## src/rtl/seq_restoring_divider.sv

```systemverilog
// Multi-cycle unsigned restoring divider: one quotient bit per clock,
// start/busy/done handshake, registered results held until the next result.
module seq_restoring_divider #(
  parameter int unsigned WIDTH = 8
) (
  input  logic             clk,
  input  logic             rst_n,
  input  logic             start,
  input  logic [WIDTH-1:0] dividend,
  input  logic [WIDTH-1:0] divisor,
  output logic             busy,
  output logic             done,
  output logic [WIDTH-1:0] quotient,
  output logic [WIDTH-1:0] remainder,
  output logic             div_by_zero
);

  localparam int unsigned CW = $clog2(WIDTH + 1);

  typedef enum logic [1:0] {
    S_IDLE,
    S_RUN,
    S_FIN
  } state_t;

  state_t           state_q, state_d;
  logic [CW-1:0]    count_q, count_d;
  logic [WIDTH:0]   prem_q, prem_d;   // partial remainder, one guard bit
  logic [WIDTH-1:0] work_q, work_d;   // dividend bits shift out, quotient bits shift in
  logic [WIDTH-1:0] dvsr_q, dvsr_d;
  logic [WIDTH-1:0] quot_q, quot_d;
  logic [WIDTH-1:0] rem_q, rem_d;
  logic             dbz_q, dbz_d;

  logic [WIDTH:0]   shifted;
  logic [WIDTH:0]   trial;

  // Next-state, restoring iteration and result capture
  always_comb begin
    state_d = state_q;
    count_d = count_q;
    prem_d  = prem_q;
    work_d  = work_q;
    dvsr_d  = dvsr_q;
    quot_d  = quot_q;
    rem_d   = rem_q;
    dbz_d   = dbz_q;

    // Partial remainder stays below the divisor, so its top bit is zero and
    // dropping it in the shift loses nothing.
    shifted = {prem_q[WIDTH-1:0], work_q[WIDTH-1]};
    trial   = shifted - {1'b0, dvsr_q};

    unique case (state_q)
      S_IDLE, S_FIN: begin
        if (start) begin
          if (divisor != '0) begin
            dvsr_d  = divisor;
            work_d  = dividend;
            prem_d  = '0;
            count_d = CW'(WIDTH);
            state_d = S_RUN;
          end else begin
            quot_d  = '1;
            rem_d   = dividend;
            dbz_d   = 1'b1;
            state_d = S_FIN;
          end
        end else begin
          state_d = S_IDLE;
        end
      end
      S_RUN: begin
        if (trial[WIDTH]) begin
          prem_d = shifted;
          work_d = {work_q[WIDTH-2:0], 1'b0};
        end else begin
          prem_d = trial;
          work_d = {work_q[WIDTH-2:0], 1'b1};
        end
        count_d = count_q - CW'(1);
        if (count_q == CW'(1)) begin
          quot_d  = work_d;
          rem_d   = prem_d[WIDTH-1:0];
          dbz_d   = 1'b0;
          state_d = S_FIN;
        end
      end
      default: state_d = S_IDLE;
    endcase
  end

  // State and datapath registers with asynchronous clear
  always_ff @(posedge clk or negedge rst_n) begin
    if (!rst_n) begin
      state_q <= S_IDLE;
      count_q <= '0;
      prem_q  <= '0;
      work_q  <= '0;
      dvsr_q  <= '0;
      quot_q  <= '0;
      rem_q   <= '0;
      dbz_q   <= 1'b0;
    end else begin
      state_q <= state_d;
      count_q <= count_d;
      prem_q  <= prem_d;
      work_q  <= work_d;
      dvsr_q  <= dvsr_d;
      quot_q  <= quot_d;
      rem_q   <= rem_d;
      dbz_q   <= dbz_d;
    end
  end

  assign busy        = (state_q == S_RUN);
  assign done        = (state_q == S_FIN);
  assign quotient    = quot_q;
  assign remainder   = rem_q;
  assign div_by_zero = dbz_q;

endmodule

```

## config.mk

```make
export PLATFORM = sky130hd
export DESIGN_NAME = seq_restoring_divider
export DESIGN_NICKNAME = d
export VERILOG_FILES = /design/src/rtl/seq_restoring_divider.sv
export SDC_FILE = /design/constraint.sdc
export NUM_CORES = 1
export LEC_CHECK = 0
export CAP_MARGIN = 20
export CORE_MARGIN = 3
export CORE_UTILIZATION = 35
export DETAILED_ROUTE_END_ITERATION = 8
export SLEW_MARGIN = 20
export SYNTH_ARGS = -nofsm -noshare
export SYNTH_HDL_FRONTEND = slang
export SYNTH_SLANG_ARGS = --single-unit
```

## constraint.sdc

```tcl
create_clock -name clk -period 5 [get_ports clk]
set_input_delay 1 -clock clk [delete_from_list [all_inputs] [get_ports clk]]
set_output_delay 1 -clock clk [all_outputs]
set_load 0.01 [all_outputs]
```

==> impl_metrics.env, run 1 <==
export IMPL_place_congestion=0.798
export IMPL_syn_inst=264
export IMPL_fin_setup_tns_ps=0
export IMPL_rows=29
export IMPL_ys_ff_latch=47
export IMPL_finalWirelength_um=5840
export IMPL_rsz0062_at_grt="no"
export IMPL_synthToLayoutAreaGrowth_pct=22.7
export IMPL_ys_types=43
export IMPL_status="finished clean"
export IMPL_first_pass_iters=4
export IMPL_cts_made_buffers=5
export IMPL_wl_per_cell_um=15.5
export IMPL_design_area_um2=2990
export IMPL_maxCapViolCount=0
export IMPL_setup_viol=0
export IMPL_ys_flop_type="dfrtp_1"
export IMPL_dieHeight_um=89.5
export IMPL_timing_final_crit_share_pct=63.9
export IMPL_r2r_start="work_q[7]$_DFFE_PN0P_"
export IMPL_viasPerCell=5.26
export IMPL_min_path_type="reg2reg"
export IMPL_synth_nets=294
export IMPL_netlist_area_um2=2440
export IMPL_yosys_area_top_type="dfrtp_1"
export IMPL_slew_violations=0
export IMPL_route_antenna_remaining_nets=0
export IMPL_fmax_mhz=313
export IMPL_vdd_ir_drop_max_v=0.000330
export IMPL_endpoint_kind="flop"
export IMPL_ys_seq_area_share_pct=48.2
export IMPL_hpwl_um=4290
export IMPL_synth_edf_count=0
export IMPL_clockBufferDepth=2
export IMPL_postCtsHoldBufs=0
export IMPL_cts_tree="done"
export IMPL_vias=1988
export IMPL_worstMarginPinSlew_ps=791
export IMPL_p_per_area_nw_per_um2=774
export IMPL_grt_max_degree=48
export IMPL_grt_pass1_wl_um=9490
export IMPL_clock_skew_ps=9.83
export IMPL_grt_usage_pct=15.6
export IMPL_holdCritStartpoint="count_q[3]$_DFFE_PN0P_"
export IMPL_drc=0
export IMPL_yosysWarnings=0
export IMPL_nets=330
export IMPL_ys_top_cells_by_area="dfrtp_1 (48%), nor2_1 (7.4%), ha_1 (5.1%)"
export IMPL_startpoint="work_q[7]$_DFFE_PN0P_"
export IMPL_cts_clk_slew_worst_paths_ps=100
export IMPL_min_period_ps=3190
export IMPL_dpl_cell_area_um2=2870
export IMPL_cp_arrival_ps=3400
export IMPL_required_ps=5210
export IMPL_synth_most_common_cell="nor2_1"
export IMPL_port_buffers=37
export IMPL_fp_dieW_um=89.5
export IMPL_drive_gt1_share_pct=5.98
export IMPL_grt_ovfl_total=0
export IMPL_n_antenna_cell=0
export IMPL_ctsResizeCount=0
export IMPL_drtIter0Drc=101
export IMPL_initial_core_util_pct=37.3
export IMPL_pin_count=38
export IMPL_postCtsSetupBuffers=0
export IMPL_grt_pass1_vias=1909
export IMPL_root_buffer="clkbuf_8"
export IMPL_synth_top_cell_area_share_pct=48.2
export IMPL_maxSlewHeadroom_pct=46.8
export IMPL_critical_path_class="reg2reg"
export IMPL_hold_viol=0
export IMPL_crit_fanout=13
export IMPL_antenna_found_initial=0
export IMPL_fin_total_pwr_mw=2.32
export IMPL_cts_sinks=47
export IMPL_async_reset_ff_share_pct=100
export IMPL_htreeDepth=2
export IMPL_netlist_top_cells_count="nor2_1 (48), dfrtp_1 (47), nand2_1 (19)"
export IMPL_power_leakage_nw=1.28
export IMPL_core_um2=6530
export IMPL_clk_latency_ps=310
export IMPL_die_area_um2=8000
export IMPL_start_kind="flop"
export IMPL_synth_area_per_cell_um2=9.24
through the flow:
stage,cells,hold WS (ps),utilization (%),setup WS (ps)
finish,378,498,45.8,1810
global route,378,525,45.8,1570
CTS,378,489,45.8,1760
floorplan,264,446,-,2460
detailed placement,370,472,44.0,1610
global placement,370,471,44.0,1710
flip-flops by register name (all words and copies together), names as in the netlist:
name	count
prem_q	8
count_q	4
quotient	8
remainder	8
div_by_zero	1
dvsr_q	8
state_q	2
work_q	8
layout make-up:
| type | instances | area, um^2 |
|---|---|---|
| sequential | 47 | 1180 |
| timing repair buffer | 40 | 390 |
| clock inverter | 3 | 47.5 |
| tap | 77 | 96.3 |
| fill | 646 | 3540 |
| inverter | 17 | 63.8 |
| multi-input combinational | 189 | 1150 |
| clock buffer | 5 | 68.8 |
path summary, 6_finish.rpt:
kind                                             to  slack, ps  cells after the start
setup reg to reg           remainder[0]$_DFFE_PN0P_       1810                      9
max in group asynchronous     prem_q[3]$_DFFE_PN0P_       3910                      1
hold reg to reg              count_q[3]$_DFFE_PN0P_        500                      1
min in group asynchronous   quotient[3]$_DFFE_PN0P_        670                      1
hold / removal               count_q[3]$_DFFE_PN0P_        500                      1
setup / recovery           remainder[0]$_DFFE_PN0P_       1810                      9
critical path: stages, from the launching register on:
cell and delay [ps]:
dfrtp_1 370, inv_1 90, ha_1 160, inv_1 50, fa_1 410, a211oi_2 400, o211ai_2 160, a221oi_4 720
mux2_2 430, a221oi_1 290
placed cells by master, fill, tap and decap left out, types with 3 or more instances in the layout:
master / Yosys / routed
nor2_1: 48 / 48
o21ai_0: 11 / 11
ha_1: 10 / 10
clkbuf_8: 0 / 5
mux2i_1: 6 / 6
nor3b_1: 3 / 3
nor2b_1: 4 / 4
nor4_1: 3 / 3
nand2_1: 19 / 19
o21ai_1: 12 / 12
xor2_1: 4 / 4
a221oi_1: 4 / 4
dfrtp_1: 47 / 47
buf_4: 0 / 4
clkdlybuf4s50_1: 0 / 36
inv_1: 17 / 17
nand3_1: 9 / 9
a21oi_1: 16 / 16
nor3_1: 9 / 9
kinds of logic after synthesis:
family                     share of synthesized area (%)
and+or+nand+nor                                     18.7
AOI/OAI and AO/OA                                   17.2
DFF                                                 48.2
buffers and inverters                               4.67
adders and majority gates                           5.95
muxes                                               3.39
xor gates and xnor gates                            1.80
power breakdown:
group          internal, mW  total (mW)  leakage (nW)  switching (mW)
sequential            0.565       0.679         0.537           0.114
clock                 0.152       0.296        0.0587           0.144
combinational         0.584        1.34         0.689           0.757
total                  1.30        2.32          1.28            1.02
per-layer routing:
metal	vias up	track usage, %	routed length (um)	part of all wire [%]
met1	951	22.6	2770	47
met5	-	0	0	0
met3	5	3.87	288	4.9
met4	0	3.25	57	0.98
met2	41	23.6	2730	47
li1	991	-	-	-
(Power assumes the default switching activity.)
==> run 2: changes to the inputs <==
==> constraint.sdc (replaced) <==
create_clock -name clk -period 3.3 [get_ports clk]
set_input_delay 0.66 -clock clk [delete_from_list [all_inputs] [get_ports clk]]
set_output_delay 0.66 -clock clk [all_outputs]
set_load 0.01 [all_outputs]
==> run 2 against run 1 <==
Compared with the run above:
- critical endpoint unchanged
- cell area increased by 0.96%
- sequential share of layout area decreased by 0.37 points
- via count is 0.35% lower
- routed wire length grew 1.3%
- clock power up 51%
- clock-buffer cell count stayed put
- highest routed layer unchanged
- cell count grew 1.1%
- sequential power is 52% higher
- first-iteration DRC count is 6.9% higher
==> impl_metrics.env, run 2 (same netlist as run 1, synthesis figures left out) <==
export IMPL_postCtsSetupBuffers=0
export IMPL_hold_viol=0
export IMPL_layout_common_cells="nor2_1 (48), dfrtp_1 (47), clkdlybuf4s50_1 (36)"
export IMPL_first_pass_iters=4
export IMPL_wl_per_cell_um=15.5
export IMPL_cp_arrival_ps=3070
export IMPL_fmax_mhz=350
export IMPL_combPwrFrac_pct=58.2
export IMPL_htreeDepth=2
export IMPL_status="finished clean"
export IMPL_grt_usage_pct=15.8
export IMPL_fp_dieW_um=89.5
export IMPL_startpoint="work_q[7]$_DFFE_PN0P_"
export IMPL_root_buffer="clkbuf_8"
export IMPL_place_congestion=0.810
export IMPL_final_cell_count_no_fill=382
export IMPL_pin_count=38
export IMPL_grt_ovfl_total=0
export IMPL_cp_buffers_inverters=2
export IMPL_postCtsHoldBufs=0
export IMPL_vias=1981
export IMPL_initial_core_util_pct=37.3
export IMPL_crit_chain="inv_1, ha_1, inv_1, fa_1, a211oi_2, o211ai_2, a221oi_4, mux2_2, a221oi_1"
export IMPL_synthToLayoutAreaGrowth_pct=23.9
export IMPL_route_antenna_remaining_nets=0
export IMPL_switching_share_pct=43.4
export IMPL_rsz0062_at_grt="no"
export IMPL_maxSlewHeadroom_pct=58.3
export IMPL_rows=29
export IMPL_power_leakage_nw=1.30
export IMPL_cts_made_buffers=5
export IMPL_drtIter0Drc=108
export IMPL_finalWirelength_um=5920
export IMPL_port_buffers=37
export IMPL_viasPerCell=5.19
export IMPL_required_ps=3510
export IMPL_antenna_found_initial=0
export IMPL_fin_total_pwr_mw=3.53
export IMPL_worstMarginPinSlew_ps=610
export IMPL_grt_max_degree=48
export IMPL_p_switching_mw=1.53
export IMPL_min_period_ps=2860
export IMPL_min_path_type="in2async"
export IMPL_critPathMaxStageDelay_ps=510
export IMPL_critPathSlowestCell="a221oi_4"
export IMPL_r2r_start="work_q[7]$_DFFE_PN0P_"
export IMPL_layout_commonest_cell="nor2_1"
export IMPL_cp_top_family="compound AO/OA/AOI/OAI gates"
export IMPL_dp_cells=374
export IMPL_crit_top_cell="inv_1"
export IMPL_design_area_um2=3020
export IMPL_slew_violations=0
export IMPL_vdd_ir_drop_max_v=0.000355
export IMPL_drc=0
export IMPL_dieHeight_um=89.5
export IMPL_grt_pass1_wl_um=9690
export IMPL_start_kind="flop"
export IMPL_p_clk_share_pct=12.7
export IMPL_seq_power_share_pct=29.1
export IMPL_p_per_area_nw_per_um2=1170
export IMPL_cts_clk_slew_worst_paths_ps=100
export IMPL_endpoint_kind="flop"
export IMPL_setup_viol=0
export IMPL_cts_sinks=47
export IMPL_ctsResizeCount=0
export IMPL_clock_skew_ps=13.2
export IMPL_crit_fanout=9
export IMPL_dpl_cell_area_um2=2900
export IMPL_power_internal_mw=2.00
export IMPL_hpwl_um=4390
export IMPL_cts_tree="done"
export IMPL_clockBufferDepth=2
export IMPL_maxCapViolCount=0
export IMPL_multi_input_area_um2=1150
export IMPL_grt_pass1_vias=2018
export IMPL_clk_latency_ps=310
export IMPL_timing_final_crit_share_pct=86.7
export IMPL_n_antenna_cell=0
export IMPL_regArea_um2=1180
export IMPL_drive_gt1_share_pct=7.21
export IMPL_die_area_um2=8000
export IMPL_fillerInstances=638
export IMPL_critical_path_class="reg2reg"
export IMPL_core_um2=6530
export IMPL_fin_setup_tns_ps=0
export IMPL_nets=334
-- run 2: cell type report --
type / instances / area share (%)
clock inverter: 3 / 1.53
timing repair buffer: 44 / 13.9
sequential: 47 / 38.9
inverter: 17 / 2.11
clock buffer: 5 / 2.28
tap: 77 / 3.19
multi-input combinational: 189 / 38.0
-- run 2: layer usage --
layer	part of all wire, %	track usage [%]	vias to the layer above
li1	-	-	998
met1	50	22.1	941
met2	45	24.3	33
met3	3.3	2.95	9
met4	1.8	5.55	0
met5	0	0	-
-- run 2: per-stage QoR --
stage | hold slack, ps | utilization [%] | worst slack (ps)
after floorplan | 364 | - | 761
after global placement | 468 | 44.4 | 532
after detailed placement | 471 | 44.4 | 453
after CTS | 493 | 46.2 | 442
after global routing | 394 | 46.2 | 239
final | 350 | 46.2 | 441
-- run 2: final timing paths --
check | end | slack, ps | depth (start not counted)
worst max-delay path | remainder[0]$_DFFE_PN0P_ | 440 | 9
worst min-delay path | quotient[2]$_DFFE_PN0P_ | 350 | 1
worst max register to register | remainder[0]$_DFFE_PN0P_ | 440 | 9
worst min register to register | count_q[3]$_DFFE_PN0P_ | 490 | 1
max in group asynchronous | dvsr_q[0]$_DFFE_PN0P_ | 2520 | 1
min in group clk | count_q[3]$_DFFE_PN0P_ | 490 | 1
-- run 2: power by group through the flow --
stage	Combinational [mW]	Sequential (mW)	Clock [mW]
after CTS	2.07	1.03	0.458
after global routing	2.31	1.06	0.477
after detailed placement	2.07	1.04	0
final	2.05	1.03	0.448
after global placement	2.03	1.04	0
after floorplan	1.45	1.04	0
-- run 2: worst reg2reg max path: cells and delay by family (launching register included) --
kind                     cells  cell delay [ps]
multiplexers                 1              410
adder cells (fa/ha/maj)      2              560
buffers and inverters        2              140
flip-flops                   1              370
AO/OA/AOI/OAI                4             1270
==> run 3: changes to the inputs <==
--- a/config.mk
+++ b/config.mk
@@ -6,9 +6,13 @@
 export NUM_CORES = 1
 export LEC_CHECK = 0
 export CAP_MARGIN = 20
+export CELL_PAD_IN_SITES_DETAIL_PLACEMENT = 0
+export CELL_PAD_IN_SITES_GLOBAL_PLACEMENT = 1
 export CORE_MARGIN = 3
 export CORE_UTILIZATION = 35
 export DETAILED_ROUTE_END_ITERATION = 8
+export MAX_ROUTING_LAYER = met4
+export PLACE_DENSITY_LB_ADDON = 0.1
 export SLEW_MARGIN = 20
 export SYNTH_ARGS = -nofsm -noshare
 export SYNTH_HDL_FRONTEND = slang
==> run 3 against run 2 <==
Compared with the run above:
- clock-buffer cell count unchanged
- clock skew down 4.6 ps
- fmax rose by 0.61%
- register-to-register slack better by 20 ps
- worst hold slack improved by 38 ps
- utilization down 0.23 points
- global-route usage is 1.5 points higher
- sequential power is essentially flat
- highest routed layer unchanged
==> impl_metrics.env, run 3 (same netlist as run 1, synthesis figures left out) <==
export IMPL_grt_max_degree=31
export IMPL_htreeDepth=2
export IMPL_hold_viol=0
export IMPL_maxCapViolCount=0
export IMPL_crit_fanout=8
export IMPL_place_congestion=0.871
export IMPL_cp_arrival_ps=3030
export IMPL_grt_pass1_vias=1944
export IMPL_fin_ws_ps=458
export IMPL_viasPerCell=5.15
export IMPL_required_ps=3490
export IMPL_grt_usage_pct=17.2
export IMPL_clk_latency_ps=300
export IMPL_vdd_ir_drop_max_v=0.000510
export IMPL_vias=1976
export IMPL_postCtsSetupBuffers=0
export IMPL_layout_common_cells="nor2_1 (48), dfrtp_1 (47), clkdlybuf4s50_1 (36)"
export IMPL_clockBufferDepth=2
export IMPL_rows=29
export IMPL_slew_violations=0
export IMPL_n_antenna_cell=0
export IMPL_preCtsSetupSlack_ps=456
export IMPL_maxSlewHeadroom_pct=55.8
export IMPL_wl_per_cell_um=16.3
export IMPL_power_leakage_nw=1.30
export IMPL_initial_core_util_pct=37.3
export IMPL_timing_final_crit_share_pct=86.1
export IMPL_hpwl_um=4760
export IMPL_clock_skew_ps=8.67
export IMPL_cts_made_buffers=5
export IMPL_postCtsHoldBufs=0
export IMPL_fmax_mhz=352
export IMPL_status="finished clean"
export IMPL_route_antenna_remaining_nets=0
export IMPL_setup_viol=0
export IMPL_fp_dieW_um=89.5
export IMPL_min_period_ps=2840
export IMPL_die_area_um2=8000
export IMPL_pin_count=38
export IMPL_cts_clk_slew_worst_paths_ps=90
export IMPL_first_pass_iters=4
export IMPL_cts_sinks=47
export IMPL_synthToLayoutAreaGrowth_pct=23.2
export IMPL_grt_ovfl_total=0
export IMPL_min_path_type="in2async"
export IMPL_cts_tree="done"
export IMPL_ctsResizeCount=0
export IMPL_whs_ps=388
export IMPL_rsz0062_at_grt="no"
export IMPL_core_um2=6530
export IMPL_fin_total_pwr_mw=3.45
export IMPL_drtIter0Drc=85
export IMPL_grt_pass1_wl_um=10100
export IMPL_antenna_found_initial=0
export IMPL_p_per_area_nw_per_um2=1150
export IMPL_root_buffer="clkbuf_8"
export IMPL_endpoint_kind="flop"
export IMPL_port_buffers=37
export IMPL_fin_setup_tns_ps=0
export IMPL_critical_path_class="reg2reg"
export IMPL_start_kind="flop"
export IMPL_nets=336
export IMPL_dieHeight_um=89.5
export IMPL_finalWirelength_um=6250
export IMPL_worstMarginPinSlew_ps=663
export IMPL_drc=0
export IMPL_layout_commonest_cell="nor2_1"
export IMPL_drive_gt1_share_pct=7.82
## run 3: per-layer routing
metal / part of all wire (%) / GRT usage, % / wire length, um
met1: 50 / 24.6 / 3130
met2: 46 / 25.9 / 2850
met3: 3.8 / 2.86 / 237
met4: 0.51 / 3.65 / 32
met5: 0 / - / 0
## run 3: final cells by class
cell class | instances | area (um^2)
timing repair buffer | 46 | 433
sequential | 47 | 1180
clock inverter | 3 | 18.8
clock buffer | 5 | 68.8
inverter | 17 | 63.8
tap | 77 | 96.3
fill | 658 | 3530
multi-input combinational | 189 | 1150
## run 3: report_power, final
part / switching, mW / internal (mW) / leakage (nW)
registers: 0.171 / 0.857 / 0.537
clock network: 0.195 / 0.149 / 0.0483
logic: 1.16 / 0.917 / 0.718
## run 3: through the flow
stage	cells	utilization [%]	cell area [um^2]
final	384	46.0	3010
after global placement	376	44.7	2920
after CTS	384	46.0	3010
after global routing	384	46.0	3010
after floorplan	264	-	2440
after detailed placement	376	44.7	2920
## run 3: final timing paths
check	startpoint	end	slack, ps	cells past startpoint
max reg2reg	work_q[7]$_DFFE_PN0P_	remainder[0]$_DFFE_PN0P_	460	9
min	rst_n	dvsr_q[4]$_DFFE_PN0P_	390	1
max in group asynchronous	rst_n	remainder[5]$_DFFE_PN0P_	2180	2
min reg2reg	count_q[3]$_DFFE_PN0P_	count_q[3]$_DFFE_PN0P_	490	1
max	work_q[7]$_DFFE_PN0P_	remainder[0]$_DFFE_PN0P_	460	9
min in group clk	count_q[3]$_DFFE_PN0P_	count_q[3]$_DFFE_PN0P_	490	1
## run 3: critical path, cell delays in order (launching register included)
cell and delay (ps):
dfrtp_1 360, inv_1 90, ha_1 170, inv_1 50, fa_1 400, a211oi_2 320, o211ai_2 150, a221oi_4 500
mux2_2 400, a221oi_1 300
